### src/rtl/dem_switching_block_if.sv
// Purpose: groups the code/loop-filter/dither inputs and the split-code outputs of a DEM switching cell.
// Latency: n/a (wiring only).
// Backpressure: none; the cell accepts one sample every clock.
interface dem_switching_block_if #(
  parameter int WIDTH = 8
);
  logic [WIDTH-1:0] x_in_i;
  logic [WIDTH-1:0] loop_filter_value_i;
  logic             pn_seq_i;
  logic [WIDTH-1:0] x_out1_o;
  logic [WIDTH-1:0] x_out2_o;
  logic [WIDTH-1:0] s_out_o;

  // Driver side: supplies the code, filter state and dither, observes the split result.
  modport master (
    output x_in_i,
    output loop_filter_value_i,
    output pn_seq_i,
    input  x_out1_o,
    input  x_out2_o,
    input  s_out_o
  );

  // Cell side: consumes the code, filter state and dither, produces the split result.
  modport slave (
    input  x_in_i,
    input  loop_filter_value_i,
    input  pn_seq_i,
    output x_out1_o,
    output x_out2_o,
    output s_out_o
  );
endinterface

### src/rtl/dem_switching_block.sv
// Purpose: one DEM tree switching cell; splits x into (x+s)/2 and (x-s)/2 with noise-shaped s in {-1,0,+1}.
// Latency: 1 clock, all outputs registered.
// Backpressure: none; a new sample is taken on every rising edge.
module dem_switching_block #(
  parameter int WIDTH = 8
) (
  input  logic                 clk_i,
  input  logic                 reset_i,
  dem_switching_block_if.slave bus
);

  logic             odd;
  logic             lf_neg;
  logic             lf_zero;
  logic             s_pos;
  logic             s_neg;
  logic [WIDTH:0]   x_ext;
  logic [WIDTH:0]   sum_p;
  logic [WIDTH:0]   sum_m;
  logic [WIDTH-1:0] s_next;

  // Choose s: zero for even codes, otherwise oppose the loop-filter sign, dither breaks a zero tie.
  always_comb begin
    odd     = bus.x_in_i[0];
    lf_neg  = bus.loop_filter_value_i[WIDTH-1];
    lf_zero = (bus.loop_filter_value_i == '0);
    s_pos   = odd & (lf_neg | (lf_zero & bus.pn_seq_i));
    s_neg   = odd & ~s_pos;
    s_next  = '0;
    if (s_pos) begin
      s_next = WIDTH'(1);
    end else if (s_neg) begin
      s_next = '1;
    end
  end

  // Form x+s and x-s one bit wider so full-scale x with s=+1 cannot wrap before halving.
  always_comb begin
    x_ext = {1'b0, bus.x_in_i};
    sum_p = x_ext + {{WIDTH{1'b0}}, s_pos} - {{WIDTH{1'b0}}, s_neg};
    sum_m = x_ext - {{WIDTH{1'b0}}, s_pos} + {{WIDTH{1'b0}}, s_neg};
  end

  // Register the halved sub-codes and s; reset clears everything and wins over all inputs.
  always_ff @(posedge clk_i) begin
    if (reset_i) begin
      bus.x_out1_o <= '0;
      bus.x_out2_o <= '0;
      bus.s_out_o  <= '0;
    end else begin
      bus.x_out1_o <= sum_p[WIDTH:1];
      bus.x_out2_o <= sum_m[WIDTH:1];
      bus.s_out_o  <= s_next;
    end
  end

endmodule

### src/flat_wrapper.sv
// flat-port wrapper written by rule: the top's interface ports become plain ports
module dem_switching_block_flat 
#(
  parameter int WIDTH = 8
)
  (clk_i, reset_i, bus_x_in_i, bus_loop_filter_value_i, bus_pn_seq_i, bus_x_out1_o, bus_x_out2_o, bus_s_out_o);
  dem_switching_block_if #(.WIDTH(WIDTH)) bus_i ();
  input  logic clk_i;
  input  logic reset_i;
  input wire logic [$bits(bus_i.x_in_i)-1:0] bus_x_in_i;
  input wire logic [$bits(bus_i.loop_filter_value_i)-1:0] bus_loop_filter_value_i;
  input wire logic [$bits(bus_i.pn_seq_i)-1:0] bus_pn_seq_i;
  output wire logic [$bits(bus_i.x_out1_o)-1:0] bus_x_out1_o;
  output wire logic [$bits(bus_i.x_out2_o)-1:0] bus_x_out2_o;
  output wire logic [$bits(bus_i.s_out_o)-1:0] bus_s_out_o;
  assign bus_i.x_in_i = bus_x_in_i;
  assign bus_i.loop_filter_value_i = bus_loop_filter_value_i;
  assign bus_i.pn_seq_i = bus_pn_seq_i;
  assign bus_x_out1_o = bus_i.x_out1_o;
  assign bus_x_out2_o = bus_i.x_out2_o;
  assign bus_s_out_o = bus_i.s_out_o;
  dem_switching_block #(.WIDTH(WIDTH)) u_core (.clk_i(clk_i), .reset_i(reset_i), .bus(bus_i));
endmodule
### config.mk
export PLATFORM = sky130hd
export DESIGN_NAME = dem_switching_block_flat
export DESIGN_NICKNAME = d
export VERILOG_FILES = /design/src/rtl/dem_switching_block_if.sv /design/src/rtl/dem_switching_block.sv /design/src/flat_wrapper.sv
export SDC_FILE = /design/constraint.sdc
export NUM_CORES = 1
export LEC_CHECK = 0
export ABC_AREA = 1
export CAP_MARGIN = 20
export CORE_ASPECT_RATIO = 0.75
export CORE_MARGIN = 1.5
export CORE_UTILIZATION = 35
export CTS_CLUSTER_SIZE = 16
export DETAILED_ROUTE_END_ITERATION = 16
export GPL_TIMING_DRIVEN = 1
export PLACE_DENSITY_LB_ADDON = 0.25
export SLEW_MARGIN = 0
export SYNTH_ARGS = -nofsm -noshare
export SYNTH_HDL_FRONTEND = slang
export SYNTH_SLANG_ARGS = --single-unit
### constraint.sdc
create_clock -name clk_i -period 1.7 [get_ports clk_i]
set_input_delay 0.34 -clock clk_i [delete_from_list [all_inputs] [get_ports clk_i]]
set_output_delay 0.34 -clock clk_i [all_outputs]
set_load 0.005 [all_outputs]
==> results.yml, run 1 <==
job:
  drv_cap: 0
cells_and_area:
  final_area_um2: 1900
  area_growth_pct: 69.4
  regArea_um2: 360
  fillers: 247
  final_nets: 243
  layout_common_cells: "clkdlybuf4s50_1, nand2_1, inv_1, dfxtp_1, nor2_1"
  multi_input_area_um2: 807
  final_common_cell: "clkdlybuf4s50_1"
  drive_gt1_share_pct: 33.3
  antenna_cells: 0
  stdcell_count: 251
worst_setup_path:
  critPathMaxFanout: 3
  critical_path.startpoint_type: "input pin"
  end_kind: "register"
  path_cells: "clkdlybuf4s15_1 > nor2_1 > nand4_1 > nand2_1 > nand2_2 > fa_2 > nand3_2 > nand2_2 > nand2_2 > nand3_2 > nand2_1 > nor2_1"
  cp_common_cell: "nand2_2"
  crit_slowest_cell: "fa_2"
  cpPeakStageDelay_ns: 0.38
  critPathKind: "in -> reg"
  critical_path_arrival_ns: 1.79
  required_ns: 1.87
timing:
  hold-worst-slack_ns: 0.613
  timing.fmax_mhz: 618
  setup_violations: 0
  tightest_slew_ns: 0.364
  slew_headroom_pct: 75.7
  drv_slew: 0
  min_period_ns: 1.62
  min_period_over_period_pct: 95.3
  hold_viol_final: 0
detailed_routing:
  drt-initial-drc-count: 50
  first_pass_iters: 4
  wire_per_inst_um: 13.0
  antenna_left: 0
  routed_wl_mm: 3.27
  vias: 1183
  route.detailed.drc: 0
  viasPerCell: 4.71
global_route:
  grt_overflow_total: 0
  grt_pass1_vias: 1123
  grt_antenna_before_repair: 0
  grt_pass1_wl_mm: 4.86
  grt_use_total_pct: 18.7
  grt_max_degree: 14
floorplanning:
  start_util_pct: 37.5
  fp.dieH_um: 52.1
  rows: 17
  io_pins: 43
  dieArea_um2: 3560
  fp.dieW_um: 68.4
  core_area_um2: 3000
logic_synthesis:
  syn_area_per_cell_um2: 6.94
  synth.top_cell.area_share_pct: 32.1
  synthCells: 162
  synth_nets: 191
  ys_seq_area_share_pct: 32.1
  async_flop_share_pct: 0
  ys_ff_latch: 18
  synth_top_cells_by_area: "dfxtp_1, nand2_1, inv_1"
  netlist_area_um2: 1120
  yosys.cell_types.count: 19
  synthFlopType: "dfxtp_1"
  synth_warnings: 0
  synth-edff-count: 0
  synth_area_leader_cell: "dfxtp_1"
placed_design:
  gp_routability_congestion: 0.868
  dp_cells: 246
  place_hpwl_mm: 2.05
  portBuffers: 42
  place_area_um2: 1610
clock_network:
  cts_max_path_buffers: 2
  cts-root-buf: "clkbuf_8"
  worst_setup_hold_path_clk_slew_ns: 0.08
  h-tree-depth: 1
  cts.sinks: 18
  cts_tree: "done"
  ctsHoldBuffers: 0
  cts_made_buffers: 3
pwr:
  leakage_nw: 0.926
  peakVddDrop_mv: 0.376
  powerDensity_nw_per_um2: 709
run_status:
  status: "finished, final reports clean"
min_path:
  hold_class: "in -> reg"
==> through the flow <==
stage | worst slack (ns) | TNS, ns | power [W] | utilization [%]
after global placement | -0.430 | -5.27 | 0.000889 | 53.7
after floorplan | 0.0379 | 0 | 0.000697 | -
final | 0.0806 | 0 | 0.00135 | 63.5
after global routing | -0.0328 | -0.0448 | 0.00142 | 63.5
after CTS | 0.000988 | 0 | 0.00130 | 59.9
after detailed placement | -0.536 | -6.79 | 0.000900 | 53.7
==> repair_timing <==
item	in CTS	in global routing
pin swaps	18	17
setup endpoints to repair	14	12
buffers inserted	1	0
gates cloned	0	0
endpoints found under the hold margin	0	0
resized for setup	40	38
==> critical path: cells and delay by family <==
kind | cells | cell delay, ns
AND/OR/NAND/NOR | 10 | 0.90
adder cells (fa/ha/maj) | 1 | 0.38
buffers and inverters | 1 | 0.16
==> metal layers <==
metal / part of all wire [%] / wire [µm] / up-vias / global-route usage, %
met5: 0 / 0 / - / 0
met4: 2.8 / 90 / 0 / 7.00
met3: 3.5 / 114 / 9 / 3.46
met2: 51 / 1680 / 33 / 33.7
met1: 42 / 1380 / 543 / 21.7
li1: - / - / 598 / -
==> flip-flops by register name, indices dropped and copies added (netlist names) <==
| name | flops |
|---|---|
| u_core.bus.x_out1_o | 8 |
| u_core.bus.s_out_o | 2 |
| u_core.bus.x_out2_o | 8 |
==> synthesized netlist by cell type, types with 2 or more instances <==
library cell,count
o21ai_0,5
nand2_2,3
inv_1,28
nand2_1,34
a21oi_1,14
nor2_2,2
ha_1,8
fa_1,2
buf_4,6
dfxtp_1,18
a21oi_2,2
nand3_1,15
buf_6,2
nor2_1,18
==> layout make-up <==
class | instances | share of cell area, %
Clock buffer | 4 | 2.89
Inverter | 29 | 5.72
Multi-Input combinational cell | 105 | 42.4
Sequential cell | 18 | 18.9
Tap cell | 38 | 2.50
Timing Repair Buffer | 57 | 27.5
==> where the power goes <==
part	internal, W	total (W)	leakage (nW)	switching [W]
logic	0.000263	0.000509	0.747	0.000247
registers	0.000467	0.000479	0.150	0.0000116
clock network	0.000206	0.000361	0.0288	0.000154
total	0.000936	0.00135	0.926	0.000413
==> final timing paths <==
path                  startpoint                           endpoint  slack, ns  cells after the start
max   bus_loop_filter_value_i[3]  u_core.bus.x_out2_o[7]$_SDFF_PP0_       0.08                     12
min   bus_loop_filter_value_i[7]   u_core.bus.s_out_o[6]$_SDFF_PP0_       0.61                      6
==> kinds of logic (layout without fill, tap and decap cells) <==
logic type                 after synthesis  after routing  share of synthesized area (%)
DFF                                     18             18                           32.1
and+or+nand+nor                         73             73                           27.4
adders and majority gates               10             10                           12.5
xor gates and xnor gates                 1              1                          0.780
AOI/OAI and AO/OA                       21             21                           10.0
buffers and inverters                   39             90                           17.3
Power figures use the tool's default switching activity.
==> run 2: changes to the inputs <==
- CTS_CLUSTER_SIZE: 16 -> default
==> results of run 2 <==
Final layout, timing and power as in run 1 (identical DEF).
